### config.mk
export PLATFORM = sky130hd
export DESIGN_NAME = data_bus_lsu
export DESIGN_NICKNAME = d
export VERILOG_FILES = /design/src/rtl/data_bus_lsu.sv
export SDC_FILE = /design/constraint.sdc
export NUM_CORES = 1
export LEC_CHECK = 0
export BUFFER_PORTS_ARGS = -buffer_cell sky130_fd_sc_hd__clkbuf_2
export CAP_MARGIN = 20
export CORE_UTILIZATION = 30
export DETAILED_ROUTE_END_ITERATION = 16
export HOLD_SLACK_MARGIN = 0.15
export SLEW_MARGIN = 20
export SYNTH_ARGS = -nofsm -noshare
export SYNTH_HDL_FRONTEND = slang
export SYNTH_SLANG_ARGS = --single-unit
### constraint.sdc
create_clock -name clk -period 2.1 [get_ports clk]
set_clock_uncertainty 0.05 [all_clocks]
set_input_delay 0.315 -clock clk [delete_from_list [all_inputs] [get_ports clk]]
set_output_delay 0.315 -clock clk [all_outputs]
set_load 0.01 [all_outputs]
### src/rtl/data_bus_lsu.sv
// Load/store unit for the MEM stage: one outstanding transfer on a simple request/ack data bus.
// Big-endian lane mapping. Loads are latched on ack and presented to MEM/WB in DONE.
module data_bus_lsu (
    input  logic        clk,
    input  logic        rst,
    input  logic [7:0]  mem_aluop,
    input  logic [31:0] mem_mem_addr,
    input  logic [31:0] mem_reg2,
    input  logic [4:0]  mem_wd,
    input  logic        mem_wreg,
    input  logic [31:0] mem_wdata,
    input  logic        stall_hold,
    output logic        bus_req,
    output logic        bus_we,
    output logic [31:0] bus_addr,
    output logic [3:0]  bus_sel,
    output logic [31:0] bus_wdata,
    input  logic        bus_ack,
    input  logic [31:0] bus_rdata,
    output logic [4:0]  wb_wd,
    output logic        wb_wreg,
    output logic [31:0] wb_wdata,
    output logic        stallreq,
    output logic        misalign
);
    localparam logic [7:0] OP_LB  = 8'hE0;
    localparam logic [7:0] OP_LBU = 8'hE4;
    localparam logic [7:0] OP_LH  = 8'hE1;
    localparam logic [7:0] OP_LHU = 8'hE5;
    localparam logic [7:0] OP_LW  = 8'hE3;
    localparam logic [7:0] OP_SB  = 8'hE8;
    localparam logic [7:0] OP_SH  = 8'hE9;
    localparam logic [7:0] OP_SW  = 8'hEB;

    typedef enum logic [1:0] {IDLE, BUSY, DONE} state_t;

    state_t      state_reg;
    logic [1:0]  addr_lo_reg;
    logic [1:0]  size_reg;
    logic        sign_reg;
    logic        is_load_reg;
    logic [31:0] load_val_reg;

    logic        is_mem, is_load, is_signed, misaligned_op;
    logic [1:0]  size;
    logic [3:0]  sel_next;
    logic [31:0] wdata_next;
    logic [31:0] load_val_next;
    logic [7:0]  rd_byte;
    logic [15:0] rd_half;

    // size: 0 = byte, 1 = half, 2 = word
    always_comb begin
        is_mem    = 1'b1;
        is_load   = 1'b0;
        is_signed = 1'b0;
        size      = 2'd0;
        case (mem_aluop)
            OP_LB:  begin is_load = 1'b1; is_signed = 1'b1; size = 2'd0; end
            OP_LBU: begin is_load = 1'b1; size = 2'd0; end
            OP_LH:  begin is_load = 1'b1; is_signed = 1'b1; size = 2'd1; end
            OP_LHU: begin is_load = 1'b1; size = 2'd1; end
            OP_LW:  begin is_load = 1'b1; size = 2'd2; end
            OP_SB:  size = 2'd0;
            OP_SH:  size = 2'd1;
            OP_SW:  size = 2'd2;
            default: is_mem = 1'b0;
        endcase
    end

    assign misaligned_op = is_mem && (((size == 2'd1) && mem_mem_addr[0]) ||
                                      ((size == 2'd2) && (mem_mem_addr[1:0] != 2'b00)));

    always_comb begin
        sel_next   = 4'b1111;
        wdata_next = 32'd0;
        case (size)
            2'd0:    sel_next = 4'b1000 >> mem_mem_addr[1:0];
            2'd1:    sel_next = mem_mem_addr[1] ? 4'b0011 : 4'b1100;
            default: sel_next = 4'b1111;
        endcase
        if (!is_load) begin
            case (size)
                2'd0:    wdata_next = {4{mem_reg2[7:0]}};
                2'd1:    wdata_next = {2{mem_reg2[15:0]}};
                default: wdata_next = mem_reg2;
            endcase
        end
    end

    // Lane extraction uses the offset captured at request time, not the live address.
    always_comb begin
        case (addr_lo_reg)
            2'd0:    rd_byte = bus_rdata[31:24];
            2'd1:    rd_byte = bus_rdata[23:16];
            2'd2:    rd_byte = bus_rdata[15:8];
            default: rd_byte = bus_rdata[7:0];
        endcase
        rd_half = addr_lo_reg[1] ? bus_rdata[15:0] : bus_rdata[31:16];
        case (size_reg)
            2'd0:    load_val_next = {{24{sign_reg & rd_byte[7]}}, rd_byte};
            2'd1:    load_val_next = {{16{sign_reg & rd_half[15]}}, rd_half};
            default: load_val_next = bus_rdata;
        endcase
    end

    always_ff @(posedge clk) begin
        if (rst) begin
            state_reg    <= IDLE;
            bus_req      <= 1'b0;
            bus_we       <= 1'b0;
            bus_addr     <= 32'd0;
            bus_sel      <= 4'd0;
            bus_wdata    <= 32'd0;
            load_val_reg <= 32'd0;
            addr_lo_reg  <= 2'd0;
            size_reg     <= 2'd0;
            sign_reg     <= 1'b0;
            is_load_reg  <= 1'b0;
        end else begin
            case (state_reg)
                IDLE: begin
                    if (is_mem && !misaligned_op) begin
                        state_reg   <= BUSY;
                        bus_req     <= 1'b1;
                        bus_we      <= !is_load;
                        bus_addr    <= {mem_mem_addr[31:2], 2'b00};
                        bus_sel     <= sel_next;
                        bus_wdata   <= wdata_next;
                        addr_lo_reg <= mem_mem_addr[1:0];
                        size_reg    <= size;
                        sign_reg    <= is_signed;
                        is_load_reg <= is_load;
                    end
                end
                BUSY: begin
                    if (bus_ack) begin
                        state_reg    <= DONE;
                        bus_req      <= 1'b0;
                        load_val_reg <= load_val_next;
                    end
                end
                DONE: begin
                    if (!stall_hold) begin
                        state_reg <= IDLE;
                    end
                end
                default: state_reg <= IDLE;
            endcase
        end
    end

    always_comb begin
        stallreq = 1'b0;
        misalign = 1'b0;
        wb_wd    = mem_wd;
        wb_wreg  = 1'b0;
        wb_wdata = 32'd0;
        if (!rst) begin
            case (state_reg)
                IDLE: begin
                    if (!is_mem) begin
                        wb_wreg  = mem_wreg;
                        wb_wdata = mem_wdata;
                    end else if (misaligned_op) begin
                        misalign = 1'b1;
                    end else begin
                        stallreq = 1'b1;
                    end
                end
                BUSY: stallreq = 1'b1;
                DONE: begin
                    if (is_load_reg) begin
                        wb_wreg  = 1'b1;
                        wb_wdata = load_val_reg;
                    end
                end
                default: stallreq = 1'b0;
            endcase
        end
    end
endmodule

==> reports/qor_table.md <==
| Step | Item | Reported |
|---|---|---|
| synth | Leading area contributor after synthesis | dfxtp_1 |
| worst setup path | Startpoint type of the worst setup path | flop |
| pwr | Peak VDD IR | 0.000360 V |
| global routing | Via count of the first global-routing pass | 5245 |
| placed design | Number of placed cells counting well taps | 1060 |
| drt | Vias | 5673 |
| floorplan | Placeable core area | 17400 µm² |
| timing | Final setup viols | 13 |
| synth | Fraction of synthesized area in multiplexers | 0.0706 |
| global routing | Total routing resource utilization after global routing | 0.190 |
| hold path | Worst min-delay path category | input pin to flop |
| cts | Total clock sinks | 108 |
| cts | Clk_lat worst skew | 350 ps |
| timing | TNS Setup | -142 ps |
| worst setup path | Type of the setup path with the least slack | flop to output port |
| worst setup path | Req. time, crit path | 1740 ps |
| synth | Adder-cell share of the synthesized area | 0 |
| timing | Clock period minus final worst setup slack | 2120 ps |
| synth | Compound-Gate Fraction of Synth Area | 0.298 |
| floorplan | Die span in x | 136 µm |
| finish | Final layout net count | 1025 |
| timing | Final setup slack of the worst path | -20.2 ps |
| outcome | Result of the run | finished with violations |
| synth | Cell count after synthesis | 632 |
| synth | Simple-gate portion of the synthesized area | 0.165 |
| finish | Ratio of cells with drive above 1 in the final layout | 0.378 |
| floorplan | Die Y-Extent | 136 µm |
| outcome | Violated checks | negative setup slack |
| finish | Antenna cells | 0 |
| synth | Synth Area per Inst | 8.53 µm² |
| timing | Max-slew violation total from the final report | 0 |
| drt | Total wire length | 18300 µm |
| pwr | PwrDens | 579 nW/µm² |
| cts | Clock tree from TritonCTS | done |
| synth | Count of cell types in the netlist | 54 |
| timing | Share of the cycle needed by the critical path after routing | 1.01 |
| cts | H-tree depth | 3 |
| synth | Share of Yosys cell area claimed by the top area cell type | 0.401 |
| floorplan | Starting density of the core | 0.310 |
| synth | Flop and latch count out of synthesis | 108 |
| worst setup path | Max incr delay on CP | 330 ps |
| drt | Routed WL per cell | 16.5 µm |
| synth | Share of the yosys chip area belonging to registers | 0.401 |
| placed design | Estimated wirelength of the detail-placed design | 12800 µm |
| synth | Dominant synthesized flop cell | dfxtp_1 |
| floorplan | Floorplan die area | 18500 µm² |
| worst setup path | Arrival time of the worst setup path | 1760 ps |
| drt | Antenna Violating Nets Remaining | 0 |
| placed design | Weighted congestion reported at the end of routability-driven placement | 0.821 |
| timing | Fin Hold WS | 164 ps |
| finish | Most common cell after layout, fill and taps aside | clkbuf_2 |
| timing | Least-Margin Pin Slew | 623 ps |
| timing | Final hold viol count | 0 |
| worst setup path | Biggest fanout along the worst timing path | 8 |
| placed design | Number of port buffers | 243 |
| worst setup path | Most used cell along the critical path | buf_6 |
| floorplan | Core Rows | 48 |
| synth | Dominant combinational cell family by area after synthesis | compound AO/OA/AOI/OAI gates |
| pwr | Standby leakage power | 0.00330 µW |
| global routing | Initial antenna violation count | 1 |
| cts | Maximum buffer depth of the clock tree | 2 |
| cts | Total clock buffers created by CTS | 9 |
| cts | CTS clk-pin slew, worst paths | 80 ps |
| worst setup path | Sequence of cells on the critical path | buf_6 -> a311oi_4 -> buf_6 -> clkbuf_16 -> a22oi_1 -> nor2_1 -> buf_2 |
| worst setup path | Capturing element type of the critical path | output port |
| synth | Fraction of synthesized cell area in xor and xnor cells | 0 |
| finish | Final Instance Count excl. Fillers | 1109 |
| finish | Layout overhead on the synthesized area | 40.0% |
| timing | Max_slew headroom | 0.585 |
| synth | Fraction of synthesis flops using an asynchronous set or reset pin | 0 |
| synth | Number of warning messages in the yosys log | 0 |
| global routing | Total congestion overflow | 0 |
| drt | Detailed Route Iter0 Violations | 352 |
| global routing | Maximum number of pins on one net before global-route repair | 45 |
| drt | Post-detailed-route DRC marker count | 0 |
| finish | Final core area utilization | 0.433 |
| cts | Clock root buffer | clkbuf_16 |
| drt | Total iterations of the first detailed-routing run | 5 |
| run | Maximum capacitance violations | 0 |
| floorplan | Number of primary I/O pins | 256 |
| drt | DR vias/cell | 5.12 |
| synth | Number of flops mapped to enable cells by yosys | 0 |
| timing | Fmax | 472 MHz |
| worst setup path | Critical-path top delay cell | dfxtp_2 |
| synth | Mapped cell area | 5390 µm² |
| synth | Top cells by area in the synthesized netlist | dfxtp_1 (40%), a21oi_1 (4.8%), a22oi_1 (4.6%) |
| timing | RSZ-0062 raised after global routing | true |
| global routing | Global-route wire length before repair | 27500 µm |
| finish | Commonest cells after routing, fill and taps aside | clkbuf_2 (226), dfxtp_1 (107), nor2_1 (63) |
-- final timing paths --
kind	slack, ps	from	to	cells past startpoint
worst min register to register	420	bus_wdata[15]$_SDFFE_PP0P_	bus_wdata[15]$_SDFFE_PP0P_	1
worst min-delay path	160	mem_mem_addr[21]	bus_addr[21]$_SDFFE_PP0P_	3
worst max-delay path	-20	state_reg[1]$_SDFFE_PP0P_	wb_wdata[27]	7
worst max register to register	170	state_reg[0]$_SDFFE_PP0P_	bus_wdata[26]$_SDFFE_PP0P_	4
-- cell type report --
| type | instances | area [µm²] |
|---|---|---|
| Fill cell | 1789 | 9870 |
| Multi-Input combinational cell | 450 | 2940 |
| Sequential cell | 108 | 2160 |
| Timing Repair Buffer | 307 | 1870 |
| Tap cell | 225 | 282 |
| Clock buffer | 9 | 225 |
| Clock inverter | 7 | 58.8 |
| Inverter | 3 | 11.3 |
-- metal layers --
| metal | global-route usage | vias to the layer above | share of wire |
|---|---|---|---|
| met5 | 0 | - | 0.00049 |
| li1 | - | 2821 | - |
| met4 | 0.0426 | 2 | 0.0057 |
| met2 | 0.312 | 204 | 0.47 |
| met3 | 0.0488 | 8 | 0.075 |
| met1 | 0.247 | 2638 | 0.45 |
-- report_power, final --
part / leakage (µW) / switching, µW / total, µW / internal (µW)
clock: 0.000133 / 847 / 1670 / 826
sequential: 0.000871 / 9.59 / 2070 / 2060
combinational: 0.00230 / 326 / 626 / 300
-- what timing repair did --
action                                  in CTS  in global routing
buffers inserted                             0                  3
hold buffers                                27                  0
resized for setup                            4                 29
endpoints found under the setup margin      32                 33
gates cloned                                 0                  3
hold endpoints to repair                    27                  0
-- synthesized netlist by cell type (2+ instances only) --
library cell  count
a211oi_1         31
a21o_1            9
a21oi_1          52
a22o_1           16
a22oi_1          33
a2bb2oi_1         8
a311oi_1          3
and3_1            2
and4_1            2
and4b_1           2
buf_1             3
buf_2            16
buf_4            11
clkbuf_1         41
dfxtp_1         108
inv_1             3
mux2_2           14
mux2i_1          20
nand2_1          32
nand2b_1          4
nand3_1          36
nand3b_1         14
nand4_1           3
nand4b_1          3
nor2_1           63
nor2b_1           2
nor3_1            2
o21ai_0          48
o22ai_1           8
o2bb2ai_1        16
or2_2             3
or3_1             2
-- metrics by stage --
stage	total power [µW]	setup slack, ps	cell area [µm²]
floorplan	2420	153	5400
global placement	2690	108	6850
detailed placement	2690	91.4	6850
CTS	4400	2.90	7420
global route	4550	-90.9	7550
finish	4370	-20.2	7550
-- critical path: cells and delay by family (launching register included) --
kind / cells / cell delay (ps)
buffers and inverters: 4 / 600
AO/OA/AOI/OAI: 2 / 390
AND/OR/NAND/NOR: 1 / 90
flip-flops: 1 / 330
-- cells by family (layout without fill, tap and decap cells) --
family | after synthesis | after routing
other | 1 | 2
AOI/OAI and AO/OA | 235 | 235
muxes | 35 | 35
and+or+nand+nor | 178 | 178
buffers and inverters | 75 | 326
DFF | 108 | 108
Note: power is estimated with default switching activity, not from simulation.
